`src/rtl/memwb_lsu_pkg.sv`:
```
// memwb_lsu_pkg: shared data-type codes, FSM states and widths for the MEM/WB load-store unit
package memwb_lsu_pkg;

    localparam int DT_W  = 3;
    localparam int BE_W  = 4;
    localparam int CNT_W = 8;

    typedef enum logic [DT_W-1:0] {
        DT_NO     = 3'd0,
        DT_BYTE   = 3'd1,
        DT_HALF   = 3'd2,
        DT_WORD   = 3'd3,
        DT_BYTE_U = 3'd4,
        DT_HALF_U = 3'd5
    } data_type_e;

    typedef enum logic {
        S_IDLE     = 1'b0,
        S_WAIT_ACK = 1'b1
    } state_e;

    // Low address bits that must be zero for an access of this size
    function automatic logic [1:0] align_mask(data_type_e dt);
        return (dt == DT_HALF || dt == DT_HALF_U) ? 2'b01 : (dt == DT_WORD) ? 2'b11 : 2'b00;
    endfunction

endpackage

```
`src/rtl/memwb_lsu_if.sv`:
```
// memwb_lsu_if: store data-bus req/ack handshake between the LSU and the memory side
interface memwb_lsu_if
    import memwb_lsu_pkg::*;
#(
    parameter int XLEN = 32
);
    logic            req;
    logic [XLEN-1:0] addr;
    logic [XLEN-1:0] wdata;
    logic [BE_W-1:0] be;
    logic            ack;

    modport master (output req, addr, wdata, be, input ack);
    modport slave  (input req, addr, wdata, be, output ack);
endinterface

```
`src/rtl/memwb_lsu_align.sv`:
```
// memwb_lsu_align: store lane/byte-enable generation, load lane extract/extend and misalignment detection
module memwb_lsu_align
    import memwb_lsu_pkg::*;
#(
    parameter int XLEN = 32
) (
    input  logic [XLEN-1:0] addr_i,
    input  logic [XLEN-1:0] st_data_i,
    input  logic [XLEN-1:0] r_data_i,
    input  logic [DT_W-1:0] data_type_i,
    output logic [XLEN-1:0] bus_addr_o,
    output logic [XLEN-1:0] bus_wdata_o,
    output logic [BE_W-1:0] be_o,
    output logic [XLEN-1:0] ld_data_o,
    output logic            misalign_o
);

    data_type_e dt;
    logic [1:0] off;
    logic [7:0] ld_b;
    logic [15:0] ld_h;
    logic is_b;
    logic is_h;

    assign dt   = data_type_e'(data_type_i);
    assign off  = addr_i[1:0];
    assign is_b = (dt == DT_BYTE) || (dt == DT_BYTE_U);
    assign is_h = (dt == DT_HALF) || (dt == DT_HALF_U);

    // Lane steering for stores and loads; halves pick their lane from addr[1] only
    always_comb begin
        ld_b        = r_data_i[{off, 3'b000} +: 8];
        ld_h        = off[1] ? r_data_i[31:16] : r_data_i[15:0];
        misalign_o  = |(off & align_mask(dt));
        bus_addr_o  = {addr_i[XLEN-1:2], 2'b00};
        be_o        = is_b ? BE_W'(1) << off : is_h ? (off[1] ? 4'b1100 : 4'b0011) : (dt == DT_WORD) ? 4'b1111 : 4'b0000;
        bus_wdata_o = is_b ? {(XLEN/8){st_data_i[7:0]}} : is_h ? {(XLEN/16){st_data_i[15:0]}} : st_data_i;
        ld_data_o   = (dt == DT_BYTE)   ? {{(XLEN-8){ld_b[7]}}, ld_b} :
                      (dt == DT_BYTE_U) ? {{(XLEN-8){1'b0}}, ld_b} :
                      (dt == DT_HALF)   ? {{(XLEN-16){ld_h[15]}}, ld_h} :
                      (dt == DT_HALF_U) ? {{(XLEN-16){1'b0}}, ld_h} :
                      (dt == DT_WORD)   ? r_data_i : '0;
    end

endmodule

```
`src/rtl/memwb_lsu.sv`:
```
// memwb_lsu: MEM/WB stage -- store handshake with pipeline hold and timeout, load extraction, registered writeback
module memwb_lsu
    import memwb_lsu_pkg::*;
#(
    parameter int TIMEOUT = 16,
    parameter int XLEN    = 32
) (
    input  logic            clk,
    input  logic            rst,
    input  logic            ex_w_reg_enable_i,
    input  logic            mem_w_reg_enable_i,
    input  logic [4:0]      w_reg_addr_i,
    input  logic [XLEN-1:0] ex_w_reg_data_i,
    input  logic [XLEN-1:0] w_mem_addr_i,
    input  logic            w_mem_enable_i,
    input  logic [XLEN-1:0] w_mem_data_i,
    input  logic [DT_W-1:0] data_type_i,
    input  logic [XLEN-1:0] r_mem_data_i,
    input  logic            ex_w_csr_enable_i,
    input  logic [11:0]     ex_w_csr_addr_i,
    input  logic [XLEN-1:0] ex_w_csr_data_i,
    memwb_lsu_if.master     bus,
    output logic            hold_req_o,
    output logic            bus_err_o,
    output logic            misalign_o,
    output logic            wb_en_o,
    output logic [4:0]      wb_addr_o,
    output logic [XLEN-1:0] wb_data_o,
    output logic            csr_w_en_o,
    output logic [11:0]     csr_w_addr_o,
    output logic [XLEN-1:0] csr_w_data_o
);

    localparam logic [CNT_W-1:0] TMO_LAST = CNT_W'(TIMEOUT - 1);

    state_e state_q, state_d;
    logic [CNT_W-1:0] cnt_q, cnt_d;
    logic req_q, req_d, err_q, err_d, mis_q, mis_d;
    logic [XLEN-1:0] addr_q, addr_d, wdata_q, wdata_d;
    logic [BE_W-1:0] be_q, be_d;
    logic wb_en_q, wb_en_d, csr_en_q, csr_en_d;
    logic [4:0] wb_addr_q, wb_addr_d;
    logic [XLEN-1:0] wb_data_q, wb_data_d, csr_data_q, csr_data_d;
    logic [11:0] csr_addr_q, csr_addr_d;

    logic [XLEN-1:0] al_addr, al_wdata, ld_data;
    logic [BE_W-1:0] al_be;
    logic al_mis, misaligned, last;

    memwb_lsu_align #(.XLEN(XLEN)) u_align (
        .addr_i      (w_mem_addr_i),
        .st_data_i   (w_mem_data_i),
        .r_data_i    (r_mem_data_i),
        .data_type_i (data_type_i),
        .bus_addr_o  (al_addr),
        .bus_wdata_o (al_wdata),
        .be_o        (al_be),
        .ld_data_o   (ld_data),
        .misalign_o  (al_mis)
    );

    assign misaligned = al_mis & (w_mem_enable_i | mem_w_reg_enable_i);
    assign last       = cnt_q == TMO_LAST;

    // Store FSM: launch an aligned store, hold the pipeline until ack or timeout
    always_comb begin
        state_d    = state_q;
        cnt_d      = cnt_q;
        req_d      = req_q;
        addr_d     = addr_q;
        wdata_d    = wdata_q;
        be_d       = be_q;
        err_d      = 1'b0;
        hold_req_o = 1'b0;
        mis_d      = misaligned & (state_q == S_IDLE);
        if (state_q == S_IDLE) begin
            if (w_mem_enable_i && !al_mis) begin
                hold_req_o = 1'b1;
                state_d    = S_WAIT_ACK;
                cnt_d      = '0;
                req_d      = 1'b1;
                addr_d     = al_addr;
                wdata_d    = al_wdata;
                be_d       = al_be;
            end
        end else begin
            hold_req_o = ~bus.ack & ~last;
            cnt_d      = cnt_q + 1'b1;
            if (bus.ack || last) begin
                state_d = S_IDLE;
                req_d   = 1'b0;
                err_d   = ~bus.ack;
            end
        end
    end

    // Writeback next state: bubble while holding, load result beats EX result, stores suppress the write
    always_comb begin
        wb_en_d    = ~hold_req_o & (ex_w_reg_enable_i | mem_w_reg_enable_i) & (|w_reg_addr_i) & ~misaligned & ~w_mem_enable_i;
        wb_addr_d  = hold_req_o ? wb_addr_q : w_reg_addr_i;
        wb_data_d  = hold_req_o ? wb_data_q : mem_w_reg_enable_i ? ld_data : ex_w_reg_data_i;
        csr_en_d   = ~hold_req_o & ex_w_csr_enable_i;
        csr_addr_d = hold_req_o ? csr_addr_q : ex_w_csr_addr_i;
        csr_data_d = hold_req_o ? csr_data_q : ex_w_csr_data_i;
    end

    // Bus-side state and pulses
    always_ff @(posedge clk) begin
        if (rst) begin
            state_q <= S_IDLE;
            cnt_q   <= '0;
            req_q   <= 1'b0;
            addr_q  <= '0;
            wdata_q <= '0;
            be_q    <= '0;
            err_q   <= 1'b0;
            mis_q   <= 1'b0;
        end else begin
            state_q <= state_d;
            cnt_q   <= cnt_d;
            req_q   <= req_d;
            addr_q  <= addr_d;
            wdata_q <= wdata_d;
            be_q    <= be_d;
            err_q   <= err_d;
            mis_q   <= mis_d;
        end
    end

    // Register-file and CSR writeback registers
    always_ff @(posedge clk) begin
        if (rst) begin
            wb_en_q    <= 1'b0;
            wb_addr_q  <= '0;
            wb_data_q  <= '0;
            csr_en_q   <= 1'b0;
            csr_addr_q <= '0;
            csr_data_q <= '0;
        end else begin
            wb_en_q    <= wb_en_d;
            wb_addr_q  <= wb_addr_d;
            wb_data_q  <= wb_data_d;
            csr_en_q   <= csr_en_d;
            csr_addr_q <= csr_addr_d;
            csr_data_q <= csr_data_d;
        end
    end

    assign bus.req      = req_q;
    assign bus.addr     = addr_q;
    assign bus.wdata    = wdata_q;
    assign bus.be       = be_q;
    assign bus_err_o    = err_q;
    assign misalign_o   = mis_q;
    assign wb_en_o      = wb_en_q;
    assign wb_addr_o    = wb_addr_q;
    assign wb_data_o    = wb_data_q;
    assign csr_w_en_o   = csr_en_q;
    assign csr_w_addr_o = csr_addr_q;
    assign csr_w_data_o = csr_data_q;

endmodule

```
`src/flat_wrapper.sv`:
```
// flat-port wrapper written by rule: the top's interface ports become plain ports
module memwb_lsu_flat import memwb_lsu_pkg::*;
#(
    parameter int TIMEOUT = 16,
    parameter int XLEN    = 32
)
  (clk, rst, ex_w_reg_enable_i, mem_w_reg_enable_i, w_reg_addr_i, ex_w_reg_data_i, w_mem_addr_i, w_mem_enable_i, w_mem_data_i, data_type_i, r_mem_data_i, ex_w_csr_enable_i, ex_w_csr_addr_i, ex_w_csr_data_i, hold_req_o, bus_err_o, misalign_o, wb_en_o, wb_addr_o, wb_data_o, csr_w_en_o, csr_w_addr_o, csr_w_data_o, bus_req, bus_addr, bus_wdata, bus_be, bus_ack);
  memwb_lsu_if #(.XLEN(XLEN)) bus_i ();
  input  logic clk;
  input  logic rst;
  input  logic ex_w_reg_enable_i;
  input  logic mem_w_reg_enable_i;
  input  logic [4:0] w_reg_addr_i;
  input  logic [XLEN-1:0] ex_w_reg_data_i;
  input  logic [XLEN-1:0] w_mem_addr_i;
  input  logic w_mem_enable_i;
  input  logic [XLEN-1:0] w_mem_data_i;
  input  logic [DT_W-1:0] data_type_i;
  input  logic [XLEN-1:0] r_mem_data_i;
  input  logic ex_w_csr_enable_i;
  input  logic [11:0] ex_w_csr_addr_i;
  input  logic [XLEN-1:0] ex_w_csr_data_i;
  output logic hold_req_o;
  output logic bus_err_o;
  output logic misalign_o;
  output logic wb_en_o;
  output logic [4:0] wb_addr_o;
  output logic [XLEN-1:0] wb_data_o;
  output logic csr_w_en_o;
  output logic [11:0] csr_w_addr_o;
  output logic [XLEN-1:0] csr_w_data_o;
  output wire logic [$bits(bus_i.req)-1:0] bus_req;
  output wire logic [$bits(bus_i.addr)-1:0] bus_addr;
  output wire logic [$bits(bus_i.wdata)-1:0] bus_wdata;
  output wire logic [$bits(bus_i.be)-1:0] bus_be;
  input wire logic [$bits(bus_i.ack)-1:0] bus_ack;
  assign bus_req = bus_i.req;
  assign bus_addr = bus_i.addr;
  assign bus_wdata = bus_i.wdata;
  assign bus_be = bus_i.be;
  assign bus_i.ack = bus_ack;
  memwb_lsu #(.TIMEOUT(TIMEOUT), .XLEN(XLEN)) u_core (.clk(clk), .rst(rst), .ex_w_reg_enable_i(ex_w_reg_enable_i), .mem_w_reg_enable_i(mem_w_reg_enable_i), .w_reg_addr_i(w_reg_addr_i), .ex_w_reg_data_i(ex_w_reg_data_i), .w_mem_addr_i(w_mem_addr_i), .w_mem_enable_i(w_mem_enable_i), .w_mem_data_i(w_mem_data_i), .data_type_i(data_type_i), .r_mem_data_i(r_mem_data_i), .ex_w_csr_enable_i(ex_w_csr_enable_i), .ex_w_csr_addr_i(ex_w_csr_addr_i), .ex_w_csr_data_i(ex_w_csr_data_i), .bus(bus_i), .hold_req_o(hold_req_o), .bus_err_o(bus_err_o), .misalign_o(misalign_o), .wb_en_o(wb_en_o), .wb_addr_o(wb_addr_o), .wb_data_o(wb_data_o), .csr_w_en_o(csr_w_en_o), .csr_w_addr_o(csr_w_addr_o), .csr_w_data_o(csr_w_data_o));
endmodule
```
`config.mk`:
```
export PLATFORM = sky130hd
export DESIGN_NAME = memwb_lsu_flat
export DESIGN_NICKNAME = d
export VERILOG_FILES = /design/src/rtl/memwb_lsu_pkg.sv /design/src/rtl/memwb_lsu_if.sv /design/src/rtl/memwb_lsu_align.sv /design/src/rtl/memwb_lsu.sv /design/src/flat_wrapper.sv
export SDC_FILE = /design/constraint.sdc
export NUM_CORES = 1
export LEC_CHECK = 0
export CORE_MARGIN = 8
export CORE_UTILIZATION = 30
export CTS_CLUSTER_SIZE = 20
export DETAILED_ROUTE_END_ITERATION = 12
export GPL_ROUTABILITY_DRIVEN = 0
export PLACE_DENSITY_LB_ADDON = 0.1
export SYNTH_ARGS = -nofsm -noshare
export SYNTH_HDL_FRONTEND = slang
export SYNTH_SLANG_ARGS = --single-unit
```
`constraint.sdc`:
```
create_clock -name clk -period 3.9 [get_ports clk]
set_input_delay 0.585 -clock clk [delete_from_list [all_inputs] [get_ports clk]]
set_output_delay 0.585 -clock clk [all_outputs]
set_load 0.005 [all_outputs]
```
Word-level counts from Yosys, hierarchy flattened
Index checks and enable logic that the tools add are counted.
- add/subtract/negate cells: 1
- multipliers: 0
- divide/modulo/power cells: 0
- order comparisons: 0
- equal/unequal tests: 7
- shift-type cells: 2
- mux-type cells: 24
- bitwise logic cells: 18
- reductions and logical operators: 11
- operators with widths (operator ; number):
    $mux 32 ; 8
    $shiftx 32x6->8 ; 1
    $mux 16 ; 1
    $mux 4 ; 4
    $mux 8 ; 2
    $add 8x1->8 const B ; 1
    $and 1x1->1 ; 8
    $eq 8x4->1 const B ; 1
    $mux 1 ; 7
    $not 1->1 ; 7
    $eq 3x2->1 const B ; 2
    $eq 3x3->1 const B ; 2
    $reduce_or 5->1 ; 1
    $mux 2 ; 2
    $reduce_and 2->1 ; 2
    $shl 1x2->4 const A ; 1
    $eq 3x1->1 const B ; 1
    $logic_or 1x1->1 ; 3
    $reduce_or 3->1 ; 1
    $and 2x2->2 ; 1
    $ne 2x2->1 const B ; 1
    $or 1x1->1 ; 2
    $reduce_bool 2->1 ; 1
    $reduce_or 2->1 ; 1
    other kinds (2) ; 2
- register bits after elaboration: 161
- latch bits: 0
- RAM bits: 0
- bits in read-only memories: 0
- word-level logic and storage cells: 77
- memories: 0

Logic depth before layout (Yosys ltp)
- depth in word-level cells: 14
- gate-level depth with buffers: 8
- mapped depth without buffers: 6

By module
A second synthesis with hierarchy kept.
- cell total of the unflattened synthesis: 1034
- area, all modules: 9087.5 um^2
- modules (own cells, without submodules) (module ; instances ; cells each ; area an instance (um^2)):
    memwb_lsu ; 1 ; 750 ; 6814.0
    memwb_lsu_align ; 1 ; 284 ; 2273.4

Worst setup path after synthesis
OpenSTA, ideal clock, no wires.
- path type: input to output
- start point: in data_type_i[0]
- end point: out hold_req_o
- data arrival time: 1.716 ns
- required time: 3.315 ns
- path slack: 1.599 ns
- cell stages on the path: 7
- cell sequence: buf_4 a21oi_1 o2111a_1 buf_6 nor2_4 inv_2 buf_6
- word-level cells in the longest chain between the ends: 9
- elaborated cells between the ends (all ways): 12
- those cells by class: 3 x eq/ne; 4 x mux; 1 x bitwise; 4 x reduce/logical
- ends and longest elaborated chain (item ; RTL line ; RTL):
    start: declaration ; flat_wrapper.sv:18 ; input logic [DT_W-1:0] data_type_i;
    $eq 3x2->1 or $eq 3x3->1 (tied branches) ; memwb_lsu_pkg.sv:24 ; return (dt == DT_HALF || dt == DT_HALF_U) ? 2'b01 : (dt == DT_WORD) ? 2'b11 : 2'b00;
    $mux 2 or $logic_or 1x1->1 (tied branches) ; memwb_lsu_pkg.sv:24 ;
    $mux 2 (*) ; memwb_lsu_pkg.sv:24 ;
    $and 2x2->2 (*) ; memwb_lsu_align.sv:34 ; misalign_o = |(off & align_mask(dt));
    $reduce_or 2->1 (*) ; memwb_lsu_align.sv:34 ;
    $logic_not 1->1 (*) ; memwb_lsu.sv:77 ; if (w_mem_enable_i && !al_mis) begin
    $logic_and 1x1->1 (*) ; memwb_lsu.sv:77 ;
    $mux 1 (*) ; memwb_lsu.sv:77 ;
    $mux 1 (*) ; memwb_lsu.sv:76 ; if (state_q == S_IDLE) begin
    end: declaration ; flat_wrapper.sv:23 ; output logic hold_req_o;
Mark *: on every way between the ends. The rest lies on a longest branch, timed or not.

Final worst setup path
- start point: in w_mem_addr_i[0]
- end point: out hold_req_o
- word-level cells in the longest chain between the ends: 6
- ends and longest elaborated chain (item ; RTL line ; RTL):
    start: declaration ; flat_wrapper.sv:15 ; input logic [XLEN-1:0] w_mem_addr_i;
    $and 2x2->2 ; memwb_lsu_align.sv:34 ;
    $reduce_or 2->1 ; memwb_lsu_align.sv:34 ;
    $logic_not 1->1 ; memwb_lsu.sv:77 ;
    $logic_and 1x1->1 ; memwb_lsu.sv:77 ;
    $mux 1 ; memwb_lsu.sv:77 ;
    $mux 1 ; memwb_lsu.sv:76 ;
Every way passes these cells.

==> metrics.txt <==
Post-Syn Area per Cell=8.319 sq um; via count=8507; Worst Max-Slew Pin Slew=1.066 ns; Hold-fix buffers, CTS=0; Post-synth EDFFs=0; Max Fclk=0.3153 GHz; clk_lat worst skew=0.43 ns; ratio of cells with drive above 1 in the final layout=0.08589; 1st-iter DRT viols=591; share of the synthesized area in the top cell type=0.3945; core area=0.02688 sq mm; gr usage total=0.1903; skew final=0.01910 ns; largest net degree at the start of global routing=115; Hold WC Path Type=reg -> reg; Syn Inst Count=982; number of port buffers=339; clk buf depth=2; final hold slack=0.4536 ns; # rows=60; Final Util=0.4573; Critical Path RT=3.31 ns; Crit Path Class=in -> out; Yosys reg bits=161; vias in the first global route=8331; post-synthesis sequential area ratio=0.3945; placed cells=1578; total power=4.716 mW; setup repair bufs after CTS=0; final cell count without fillers=1611; ranking of synthesized cells by area=dfxtp_1 (39%), a21oi_1 (8.0%), o21ai_0 (5.6%); Final min period=3.171 ns; remaining antenna violation count=0; PwrDens=383.8 mW/mm^2; TritonRoute pass-1 iters=5; fin crit share=0.8131; Die X=181.0 um; ys flop type=dfxtp_1; initial antenna violation count=1; setup violators final=0; post-synth cell types=62; max-cap check violation count=0; post-CTS resize count=0; RSZ-0062 raised after global routing=no; Startpoint Class=primary input; # clock sinks=161; P&R area growth vs syn=50.44%; CTS root buf=clkbuf_16; commonest cells in the netlist=dfxtp_1 (161), a21oi_1 (130), nand2_1 (97), o21ai_0 (92), nor2_1 (65); synthesized cell area=0.008169 sq mm; Die Area=0.03277 sq mm; Nets=1444; Worst slew margin=0.2881; status=finished, final reports clean; warnings from Yosys=0; Final Routed Wirelength=32520 um; TNS Setup=0 ns; cell taking the most area after synthesis=dfxtp_1; Starting Density=0.3040; Hold Vio Cnt, Final=0; TritonCTS buffer count=17; total grt overflow=0; DP HPWL=22810 um; Peak VDD IR=255.2 uV; clock transition at the registers of the reported paths=0.07 ns; I/O pins=342; Die H=181.0 um; Static Leak=4.401 nW; Final Slew Violations=0; CP Max Fanout=5; asr flop ratio synth=0; Wirelength per Cell=20.18 um; Post-route DRC=0; first-pass GRT wire length=49960 um; Setup crit end kind=output port; top-count cell post-synth=dfxtp_1; WP data arrival=2.59 ns; CTS tree=built; H-tree depth=4; vias per std cell=5.281
==> cell families (layout without fill, tap and decap cells) <==
group	after synthesis	in the layout	share of synthesized area
AO/OA/AOI/OAI	354	354	0.2883
XOR/XNOR	3	3	0.006434
adder cells (fa/ha/maj)	1	1	0.001531
buffers and inverters	109	395	0.06387
flip-flops	161	161	0.3945
multiplexers	33	33	0.05483
other	1	3	0.0004590
AND/OR/NAND/NOR	320	320	0.1901
==> registers in the layout (all words and copies together) (netlist names) <==
name	count
u_core.csr_w_en_o	1
u_core.bus.wdata	32
u_core.state_q	1
u_core.csr_w_data_o	32
u_core.wb_data_o	32
u_core.bus.addr	30
u_core.cnt_q	8
u_core.misalign_o	1
u_core.bus_err_o	1
u_core.bus.be	4
u_core.csr_w_addr_o	12
u_core.bus.req	1
u_core.wb_addr_o	5
u_core.wb_en_o	1
==> routing by layer <==
| layer | track usage | vias to the layer above | routed length [um] |
|---|---|---|---|
| li1 | - | 4137 | - |
| met5 | 0 | - | 0 |
| met1 | 0.2422 | 4041 | 14420 |
| met3 | 0.05436 | 30 | 2254 |
| met2 | 0.3111 | 299 | 15280 |
| met4 | 0.05051 | 0 | 564 |
==> report_power, final <==
group          switching (mW)  internal, mW  leakage (nW)
sequential             0.0650          1.78          1.33
combinational           0.527         0.593          2.78
clock                   0.771         0.984         0.298
==> path summary, 6_finish.rpt <==
check	startpoint	to	slack [ns]	cells after the start
worst max-delay path	w_mem_addr_i[0]	hold_req_o	0.73	6
worst min register to register	u_core.bus.wdata[7]	u_core.bus.wdata[7]	0.45	2
worst min-delay path	u_core.bus.wdata[7]	u_core.bus.wdata[7]	0.45	2
worst max register to register	u_core.cnt_q[0]	u_core.wb_data_o[31]	1.60	6
==> layout by cell type (no fill, tap or decap), types with 4 or more instances in the layout <==
cell / n
inv_6: 7
mux2i_1: 17
nand2b_1: 28
nand2_1: 97
nor3_1: 14
nand3_1: 54
a211oi_1: 21
nor2b_1: 26
o211ai_1: 10
a221oi_1: 8
o22ai_1: 18
o2bb2ai_1: 8
a22o_1: 8
or4_1: 9
o21ai_0: 92
o41ai_2: 19
mux2_2: 8
or3_1: 10
o31a_1: 8
nor2_1: 65
dfxtp_1: 161
clkbuf_16: 17
mux4_2: 6
buf_4: 15
a21oi_1: 130
clkdlybuf4s50_1: 336
a311oi_2: 6
o41ai_1: 4
a311oi_1: 10
==> final cells by class <==
class	instances	area (sq um)
Sequential cell	161	3223
Clock inverter	14	166.4
Timing Repair Buffer	356	3537
Antenna cell	1	2.502
Multi-Input combinational cell	713	4468
Clock buffer	18	439.2
Tap cell	341	426.7
Inverter	7	26.28
Fill cell	2704	14590
==> through the flow <==
step           setup WS, ns  cell area (sq um)
6_report             0.7287              12290
3_5_place_dp         0.7296              11680
2_1_floorplan         1.599               8173
5_1_grt              0.6542              12290
3_3_place_gp         0.7465              11680
4_1_cts              0.7242              12290
==> worst max-delay path, cell delays in order <==
cell and delay [ns]:
clkdlybuf4s50_1 0.51, a21oi_1 0.56, o2111a_4 0.31, nor2_4 0.05, inv_2 0.07, clkdlybuf4s50_1 0.50
Power figures use the tool's default switching activity.
